**src/rtl/ipsmacge_pausch.sv**
```systemverilog
// ipsmacge_pausch - transmit-side 802.3x pause scheduler for the GE MAC.
// Merges per-source congestion levels into one XOFF/XON decision, requests
// pause frames from the pause generator, refreshes XOFF before the peer's
// quanta expires and optionally sends XON (quanta 0) on release.
// Optional build macro IPSMACGE_PAUSCH_STAT_EN adds the pcntclr input and the
// ocntxoff/ocntxon frame counters; without it the FSM behaves identically.
module ipsmacge_pausch #(
    parameter int NREQ    = 4,
    parameter int SLOTCLK = 64
) (
    input  logic            txclk,
    input  logic            txrst,
    input  logic            ppaudis,
    input  logic [15:0]     pcfgqnt,
    input  logic [15:0]     pcfgrfs,
    input  logic [NREQ-1:0] pcfgmsk,
    input  logic            pxonen,
    input  logic [NREQ-1:0] icongs,
    input  logic            paudone,
`ifdef IPSMACGE_PAUSCH_STAT_EN
    input  logic            pcntclr,
    output logic [15:0]     ocntxoff,
    output logic [15:0]     ocntxon,
`endif
    output logic            opaureq,
    output logic [15:0]     opauqnt,
    output logic            oxoff
);

    // Slot counter width; a single-cycle slot still needs one bit.
    localparam int SW = (SLOTCLK > 1) ? $clog2(SLOTCLK) : 1;
    localparam logic [SW-1:0] SLOT_LAST = SW'(SLOTCLK - 1);

    typedef enum logic [1:0] {
        ST_IDLE     = 2'd0,
        ST_XOFF_REQ = 2'd1,
        ST_HOLD     = 2'd2,
        ST_XON_REQ  = 2'd3
    } state_t;

    state_t          r_state;
    state_t          w_state_next;
    logic            r_cong;
    logic [15:0]     r_qnt;
    logic [15:0]     w_qnt_next;
    logic            r_oxoff;
    logic            w_oxoff_next;
    logic [SW-1:0]   r_slot;
    logic [SW-1:0]   w_slot_next;
    logic [15:0]     r_refcnt;
    logic [15:0]     w_refcnt_next;
    logic [NREQ-1:0] w_src_act;
    logic            w_slot_wrap;
    logic [15:0]     w_rfs_eff;

    // Per-source active flags: a source only counts while its mask bit is set.
    genvar gi;
    generate
        for (gi = 0; gi < NREQ; gi++) begin : g_src
            assign w_src_act[gi] = icongs[gi] & pcfgmsk[gi];
        end
    endgenerate

    assign w_slot_wrap = (r_slot == SLOT_LAST);
    // A refresh period of 0 slots would never fire; treat it as 1.
    assign w_rfs_eff   = (pcfgrfs == 16'd0) ? 16'd1 : pcfgrfs;

    // Register the merged congestion level once (gives the 2-clock request latency).
    always_ff @(posedge txclk or posedge txrst) begin
        if (txrst) begin
            r_cong <= 1'b0;
        end else begin
            r_cong <= |w_src_act;
        end
    end

    // FSM state, latched quanta, hold-off status and slot/refresh counters.
    always_ff @(posedge txclk or posedge txrst) begin
        if (txrst) begin
            r_state  <= ST_IDLE;
            r_qnt    <= 16'd0;
            r_oxoff  <= 1'b0;
            r_slot   <= '0;
            r_refcnt <= 16'd0;
        end else begin
            r_state  <= w_state_next;
            r_qnt    <= w_qnt_next;
            r_oxoff  <= w_oxoff_next;
            r_slot   <= w_slot_next;
            r_refcnt <= w_refcnt_next;
        end
    end

    // Next-state logic; quanta is only ever reloaded on entry into a *_REQ state.
    always_comb begin
        w_state_next  = r_state;
        w_qnt_next    = r_qnt;
        w_oxoff_next  = r_oxoff;
        w_slot_next   = r_slot;
        w_refcnt_next = r_refcnt;

        if (ppaudis) begin
            // Global disable overrides everything, including an owed frame.
            w_state_next  = ST_IDLE;
            w_oxoff_next  = 1'b0;
            w_slot_next   = '0;
            w_refcnt_next = 16'd0;
        end else begin
            case (r_state)
                ST_IDLE: begin
                    w_slot_next   = '0;
                    w_refcnt_next = 16'd0;
                    if (r_cong) begin
                        w_state_next = ST_XOFF_REQ;
                        w_qnt_next   = pcfgqnt;
                    end
                end

                ST_XOFF_REQ: begin
                    // An XOFF once requested is always sent, even if congestion clears.
                    if (paudone) begin
                        w_state_next  = ST_HOLD;
                        w_oxoff_next  = 1'b1;
                        w_refcnt_next = w_rfs_eff;
                        w_slot_next   = '0;
                    end
                end

                ST_HOLD: begin
                    if (!r_cong) begin
                        // Release takes priority over a refresh due this cycle.
                        w_slot_next   = '0;
                        w_refcnt_next = 16'd0;
                        if (pxonen) begin
                            w_state_next = ST_XON_REQ;
                            w_qnt_next   = 16'd0;
                        end else begin
                            w_state_next = ST_IDLE;
                            w_oxoff_next = 1'b0;
                        end
                    end else if (w_slot_wrap) begin
                        w_slot_next = '0;
                        if (r_refcnt <= 16'd1) begin
                            // Refresh: resend XOFF before the peer's quanta runs out.
                            w_state_next  = ST_XOFF_REQ;
                            w_qnt_next    = pcfgqnt;
                            w_refcnt_next = 16'd0;
                        end else begin
                            w_refcnt_next = r_refcnt - 16'd1;
                        end
                    end else begin
                        w_slot_next = r_slot + 1'b1;
                    end
                end

                ST_XON_REQ: begin
                    // A completed XON wins over congestion returning in the same cycle;
                    // IDLE then re-requests XOFF on the following clock.
                    if (paudone) begin
                        w_state_next = ST_IDLE;
                        w_oxoff_next = 1'b0;
                    end else if (r_cong) begin
                        w_state_next = ST_XOFF_REQ;
                        w_qnt_next   = pcfgqnt;
                    end
                end

                default: begin
                    w_state_next = ST_IDLE;
                end
            endcase
        end
    end

    assign opaureq = (r_state == ST_XOFF_REQ) || (r_state == ST_XON_REQ);
    assign opauqnt = r_qnt;
    assign oxoff   = r_oxoff;

`ifdef IPSMACGE_PAUSCH_STAT_EN
    logic        w_xoff_done;
    logic        w_xon_done;
    logic [15:0] r_cntxoff;
    logic [15:0] r_cntxon;

    // A frame counts only when the FSM actually accepts its completion.
    assign w_xoff_done = !ppaudis && paudone && (r_state == ST_XOFF_REQ);
    assign w_xon_done  = !ppaudis && paudone && (r_state == ST_XON_REQ);

    // Sent-frame counters; clear beats increment, natural 16-bit wrap.
    always_ff @(posedge txclk or posedge txrst) begin
        if (txrst) begin
            r_cntxoff <= 16'd0;
            r_cntxon  <= 16'd0;
        end else if (pcntclr) begin
            r_cntxoff <= 16'd0;
            r_cntxon  <= 16'd0;
        end else begin
            if (w_xoff_done) begin
                r_cntxoff <= r_cntxoff + 16'd1;
            end
            if (w_xon_done) begin
                r_cntxon <= r_cntxon + 16'd1;
            end
        end
    end

    assign ocntxoff = r_cntxoff;
    assign ocntxon  = r_cntxon;
`endif

endmodule

```
**config.mk**
```make
export PLATFORM = sky130hd
export DESIGN_NAME = ipsmacge_pausch
export DESIGN_NICKNAME = d
export VERILOG_FILES = /design/src/rtl/ipsmacge_pausch.sv
export SDC_FILE = /design/constraint.sdc
export NUM_CORES = 1
export LEC_CHECK = 0
export ABC_AREA = 1
export BUFFER_PORTS_ARGS = -buffer_cell sky130_fd_sc_hd__buf_2
export CAP_MARGIN = 0
export CORE_MARGIN = 5
export CORE_UTILIZATION = 55
export DETAILED_ROUTE_END_ITERATION = 7
export GPL_TIMING_DRIVEN = 0
export PLACE_DENSITY = 0.84
export SLEW_MARGIN = 40
export SYNTH_ARGS = -nofsm -noshare
export SYNTH_HDL_FRONTEND = slang
export SYNTH_SLANG_ARGS = --single-unit
```
**constraint.sdc**
```tcl
create_clock -name txclk -period 2.5 [get_ports txclk]
set_clock_uncertainty 0.15 [all_clocks]
set_input_delay 0.375 -clock txclk [delete_from_list [all_inputs] [get_ports txclk]]
set_output_delay 0.375 -clock txclk [all_outputs]
set_load 0.1 [all_outputs]
```
==> flow_metrics.env, run 1 <==
export IMPL_mappedNetlistNets=445
export IMPL_grt_max_degree=43
export IMPL_netlist_instances=393
export IMPL_die_area_um2=6750
export IMPL_drc=0
export IMPL_fp_dieH_um=82.1
export IMPL_whs_endpoint="r_cong"
export IMPL_ys_seq_elements=42
export IMPL_grt_setup_unrepaired="no"
export IMPL_ys_flop_type="dfrtp_1"
export IMPL_regArea_um2=1050
export IMPL_final_util=0.662
export IMPL_cts_inserted_buffers=5
export IMPL_first_pass_iters=6
export IMPL_finalCritPeriodShare=0.901
export IMPL_cts_buffer_depth=2
export IMPL_insertion_delay_ns=0.30
export IMPL_cp_end_kind="output port"
export IMPL_hold_violations=0
export IMPL_worst_setup_path_start_kind="flop"
export IMPL_place_area_um2=3260
export IMPL_crit_reg2reg_launch="r_state[1]"
export IMPL_crit_arrival_ns=1.73
export IMPL_avgSynthCellArea_um2=7.28
export IMPL_start_util=0.564
export IMPL_wirelength_mm=6.79
export IMPL_cts_tree="built"
export IMPL_root_buffer="clkbuf_8"
export IMPL_p_int_mw=1.54
export IMPL_worstRegToRegCells=12
export IMPL_leakagePower_nw=1.91
export IMPL_fin_crit_ns=2.25
export IMPL_tightest_slew_ns=0.525
export IMPL_final_area_um2=3360
export IMPL_via_per_inst=5.08
export IMPL_powerDensity_nw_per_um2=1080
export IMPL_critical_path_max_stage_delay_ns=0.45
export IMPL_cap_violations=0
export IMPL_min_path_cells=3
export IMPL_synthTopCellsByCount="nand2_1 (145), dfrtp_1 (42), inv_1 (38)"
export IMPL_clock_fmax_ghz=0.444
export IMPL_required_ns=1.98
export IMPL_core_um2=5070
export IMPL_async_flop_share=1.00
export IMPL_grt_pass1_wl_mm=11.7
export IMPL_antenna_found_initial=0
export IMPL_crit_type="reg -> out"
export IMPL_num_antenna_cells=0
export IMPL_outcome="finished, final reports clean"
export IMPL_cts_sinks=42
export IMPL_vias=2710
export IMPL_grt_usage=0.223
export IMPL_synth_area_um2=2860
export IMPL_sw_frac_of_total=0.573
export IMPL_min_path_type="in -> reg"
export IMPL_grt_pass1_vias=2586
export IMPL_synth_top_area_share=0.367
export IMPL_grt_overflow=0
export IMPL_pin_count=63
export IMPL_die_x_um=82.1
export IMPL_core_rowCount=26
export IMPL_finalSetupViolCount=0
export IMPL_cp_max_fo=8
export IMPL_synth_edff_count=0
export IMPL_ant_nets=0
export IMPL_yosysMostFrequentCell="nand2_1"
export IMPL_irDropWorstVdd_v=0.00108
export IMPL_maxSlewHeadroom=0.650
export IMPL_path_clk_slew_ns=0.08
export IMPL_finalNetCount=514
export IMPL_timing_rr_end="r_refcnt[10]"
export IMPL_setup_tns_ns=0
export IMPL_dpl_hpwl_mm=5.22
export IMPL_min_from="pcfgmsk[2]"
export IMPL_area_delta_synth_final_pct=17.5
export IMPL_synth_area_leaders="dfrtp_1 (37%), nand2_1 (19%), inv_1 (5.0%)"
export IMPL_n_fill_cell=445
export IMPL_drive_gt1_frac=0.281
export IMPL_yosysTopAreaCell="dfrtp_1"
export IMPL_drt_iter0_markers=215
export IMPL_slowest_stage="dfrtp_1"
export IMPL_path_cells="inv_1 -> ha_1 -> buf_4 -> inv_4 -> nand2_1 -> buf_2"
export IMPL_synth_warnings=0
export IMPL_io_buffers=61
export IMPL_pwr_share_comb=0.603
export IMPL_multi_input_area_um2=1560
export IMPL_synth_cell_types=35
export IMPL_seq_area_frac_synth=0.367
export IMPL_power_frac_seq=0.266
export IMPL_slew_violations=0
export IMPL_cts_resized=0
export IMPL_r2r_slack_ns=0.39
export IMPL_place_congestion=0.907
export IMPL_p_switching_mw=2.07
export IMPL_wl_per_cell_um=12.7
export IMPL_cts_max_level=2
export IMPL_clock_power_share=0.131
==> logic make-up after synthesis <==
| kind of cell | after synthesis | share of synthesized area |
|---|---|---|
| buffers and inverters | 54 | 0.0883 |
| AO/OA/AOI/OAI | 46 | 0.104 |
| adder cells (fa/ha/maj) | 7 | 0.0306 |
| AND/OR/NAND/NOR | 237 | 0.389 |
| flip-flops | 42 | 0.367 |
| XOR/XNOR | 7 | 0.0214 |
==> how the worst max path moves through the flow <==
stage          slack (ns)     endpoint       start
6_report             0.25      opaureq  r_state[1]
5_1_grt              0.20      opaureq  r_state[1]
4_1_cts              0.24      opaureq  r_state[1]
3_5_place_dp         0.41  r_refcnt[3]  r_state[1]
3_3_place_gp         0.39    r_slot[1]       txrst
2_1_floorplan        0.51      opaureq  r_state[1]
==> metal layers <==
layer | track usage | wire length [µm] | vias up
li1 | - | - | 1366
met4 | 0.0648 | 81 | 0
met3 | 0.0488 | 463 | 12
met2 | 0.372 | 3310 | 88
met1 | 0.290 | 2930 | 1244
met5 | 0 | 0 | -
==> layout by cell type (no fill, tap or decap), types with 2 or more instances in the layout <==
cell type and instances:
nand2_1 145, buf_2 63, dfrtp_1 42, inv_1 37, nor2_1 34, o21ai_0 18
nand2_2 16, o21ai_2 16, nand3_1 12, nand4_1 10, a21oi_1 7, ha_1 7
clkbuf_8 6, nor2_2 5, xnor2_1 5, buf_6 4, inv_4 3, nor3_1 3
o22ai_1 3, inv_2 2, buf_4 2, nand4_4 2, nand3_4 2, nand2_4 2
clkbuf_1 2, xor2_1 2
==> worst max-delay path: cells and delay by family, from the launching register on <==
kind | cells | cell delay, ns
adder cells (fa/ha/maj) | 1 | 0.14
buffers and inverters | 4 | 0.78
AND/OR/NAND/NOR | 1 | 0.06
flip-flops | 1 | 0.45
==> flip-flops by register name, summed over array words and instances (netlist names) <==
| signal | cells |
|---|---|
| r_slot | 6 |
| oxoff | 1 |
| r_refcnt | 16 |
| opauqnt | 16 |
| r_cong | 1 |
| r_state | 2 |
==> area by class of cell <==
class / instances / share of cell area
Timing Repair Buffer: 62 / 0.0938
Clock inverter: 2 / 0.00372
Inverter: 44 / 0.0528
Clock buffer: 6 / 0.0246
Sequential cell: 42 / 0.313
Tap cell: 70 / 0.0261
Multi-Input combinational cell: 297 / 0.463
Buffer: 10 / 0.0231
==> through the flow <==
stage	instances	setup slack (ns)	power [mW]	hold slack [ns]
global placement	524	0.392	3.11	0.312
floorplan	393	0.513	2.77	0.321
CTS	533	0.240	3.63	0.136
finish	533	0.247	3.62	0.136
global route	533	0.195	3.83	0.149
detailed placement	524	0.409	3.15	0.312
==> power groups by stage <==
stage | registers, mW | logic [mW] | clock network (mW)
6_report | 0.961 | 2.18 | 0.475
5_1_grt | 0.984 | 2.33 | 0.517
3_5_place_dp | 0.968 | 2.18 | 0
4_1_cts | 0.960 | 2.19 | 0.485
3_3_place_gp | 0.963 | 2.15 | 0
2_1_floorplan | 1.90 | 0.866 | 0
==> what timing repair did <==
| action | in CTS | in global routing |
|---|---|---|
| setup buffers | 0 | 0 |
| hold buffers | 1 | 0 |
| hold endpoints to repair | 42 | 0 |
(Power assumes the default switching activity.)
==> run 2: changes to the inputs <==
--- a/config.mk
+++ b/config.mk
@@ -6,12 +6,12 @@
 export NUM_CORES = 1
 export LEC_CHECK = 0
 export ABC_AREA = 1
+export ABC_CLOCK_PERIOD_IN_PS = 2400
 export BUFFER_PORTS_ARGS = -buffer_cell sky130_fd_sc_hd__buf_2
 export CAP_MARGIN = 0
 export CORE_MARGIN = 5
 export CORE_UTILIZATION = 55
 export DETAILED_ROUTE_END_ITERATION = 7
-export GPL_TIMING_DRIVEN = 0
 export PLACE_DENSITY = 0.84
 export SLEW_MARGIN = 40
 export SYNTH_ARGS = -nofsm -noshare
==> constraint.sdc (replaced) <==
create_clock -name txclk -period 2.4 [get_ports txclk]
set_clock_uncertainty 0.15 [all_clocks]
set_input_delay 0.36 -clock txclk [delete_from_list [all_inputs] [get_ports txclk]]
set_output_delay 0.36 -clock txclk [all_outputs]
set_load 0.1 [all_outputs]
==> run 2 against run 1 <==
Sequential power rose by 3.7%. Clock power rose by 43%. Global-route usage shrank 0.89 points. Die area unchanged. Count of clock-buffer cells in the layout is 1 lower. Critical path depth increased by 6.
==> flow_metrics.env, run 2 (synthesized netlist as in run 1, its figures left out) <==
export IMPL_finalSetupViolCount=0
export IMPL_hold_violations=0
export IMPL_crit_reg2reg_launch="r_refcnt[0]"
export IMPL_final_common_cell="nand2_1"
export IMPL_cp_end_kind="flop"
export IMPL_r2r_slack_ns=0.20
export IMPL_worst_setup_path_start_kind="flop"
export IMPL_crit_type="reg -> reg"
export IMPL_worstRegToRegCells=12
export IMPL_finalNetCount=513
export IMPL_insertion_delay_ns=0.30
export IMPL_vias=2705
export IMPL_root_buffer="clkbuf_8"
export IMPL_multi_input_area_um2=1560
export IMPL_grt_pass1_wl_mm=11.1
export IMPL_grt_usage=0.214
export IMPL_area_delta_synth_final_pct=18.9
export IMPL_crit_arrival_ns=2.23
export IMPL_wl_per_cell_um=12.5
export IMPL_path_clk_slew_ns=0.08
export IMPL_io_buffers=62
export IMPL_first_pass_iters=4
export IMPL_num_antenna_cells=0
export IMPL_cts_sinks=42
export IMPL_drt_iter0_markers=166
export IMPL_core_um2=5070
export IMPL_start_util=0.564
export IMPL_fp_dieH_um=82.1
export IMPL_antenna_found_initial=0
export IMPL_via_per_inst=5.08
export IMPL_n_fill_cell=415
export IMPL_tightest_slew_ns=0.515
export IMPL_setup_tns_ns=0
export IMPL_outcome="finished, final reports clean"
export IMPL_die_area_um2=6750
export IMPL_pin_count=63
export IMPL_drive_gt1_frac=0.284
export IMPL_die_x_um=82.1
export IMPL_place_inst=520
export IMPL_min_path_type="in -> async"
export IMPL_grt_max_degree=43
export IMPL_ant_nets=0
export IMPL_highest_layer="met4"
export IMPL_cap_violations=0
export IMPL_cts_inserted_buffers=5
export IMPL_powerDensity_nw_per_um2=1160
export IMPL_leakagePower_nw=1.94
export IMPL_routedLengthMet1_mm=2.97
export IMPL_met3_wirelength_um=367
export IMPL_regArea_um2=1050
export IMPL_drc=0
export IMPL_instances_no_fill=532
export IMPL_clock_fmax_ghz=0.454
export IMPL_grt_setup_unrepaired="no"
export IMPL_finalCritPeriodShare=0.917
export IMPL_irDropWorstVdd_v=0.00106
export IMPL_cts_tree="built"
export IMPL_place_congestion=0.972
export IMPL_cts_buffer_depth=2
export IMPL_core_rowCount=26
export IMPL_cts_max_level=2
export IMPL_wirelength_mm=6.66
export IMPL_dpl_hpwl_mm=5.05
export IMPL_routed_wl_met2_mm=3.22
export IMPL_grt_pass1_vias=2518
export IMPL_cp_max_fo=32
export IMPL_slew_violations=0
export IMPL_timing_rr_end="opauqnt[15]"
export IMPL_grt_overflow=0
export IMPL_required_ns=2.43
export IMPL_holdWs_ns=0.0145
export IMPL_cts_resized=0
export IMPL_maxSlewHeadroom=0.657
export IMPL_fin_crit_ns=2.20
export IMPL_mostFrequentLayoutCells="nand2_1 (145), buf_2 (61), dfrtp_1 (42)"
==> run 2: cell count changes in the layout (fill, tap and decap cells not counted), moves of 2 or more <==
cell,delta
bufinv_16,+2
buf_2,-2
clkbuf_1,-2
buf_4,+7
buf_6,-4
==> run 2: final cells by class <==
type | count | area share
multi-input combinational | 297 | 0.458
sequential | 42 | 0.309
timing repair buffer | 71 | 0.115
inverter | 44 | 0.0515
tap | 70 | 0.0257
clock buffer | 5 | 0.0202
clock inverter | 3 | 0.0202
==> run 2: report_power, final <==
part / total, mW / switching (mW) / internal (mW)
logic: 2.28 / 1.76 / 0.520
registers: 0.997 / 0.129 / 0.868
clock network: 0.678 / 0.261 / 0.417
total: 3.96 / 2.15 / 1.80
==> run 2: timing repair <==
| item | CTS | global route |
|---|---|---|
| setup endpoints to repair | 0 | 2 |
| setup buffers | 0 | 4 |
| hold buffers | 0 | 0 |
==> run 2: how the worst max path moves through the flow <==
stage	start	endpoint	slack (ns)	depth (start not counted)
global route	r_refcnt[0]	opauqnt[6]	0.04	12
detailed placement	r_state[1]	r_refcnt[12]	0.21	11
finish	r_refcnt[0]	opauqnt[15]	0.20	12
CTS	r_state[1]	r_refcnt[12]	0.18	11
global placement	r_refcnt[0]	opauqnt[15]	0.27	12
floorplan	r_state[1]	opaureq	0.43	5
==> run 2: routing by layer <==
layer | vias to the layer above | global-route usage
met4 | 0 | 0.0598
met2 | 86 | 0.343
li1 | 1369 | -
met1 | 1236 | 0.284
met5 | - | 0
met3 | 14 | 0.0575
==> run 2: critical path, cell delays in order, from the launching register on <==
cell and delay (ns):
dfrtp_1 0.42, inv_1 0.10, ha_1 0.21, inv_1 0.05, nand2_1 0.08, nand2_1 0.07, nor2_2 0.13, nand3_4 0.12
nand2_4 0.17, nand4_4 0.08, buf_4 0.29, nand2_1 0.13, o21ai_2 0.05
==> run 2: stage by stage <==
stage	worst slack, ns	total power [mW]	util	area, µm²
floorplan	0.428	2.89	-	2860
global placement	0.274	3.23	0.637	3230
detailed placement	0.211	3.27	0.637	3230
CTS	0.180	3.95	0.664	3370
global route	0.0430	4.17	0.670	3400
finish	0.199	3.96	0.670	3400
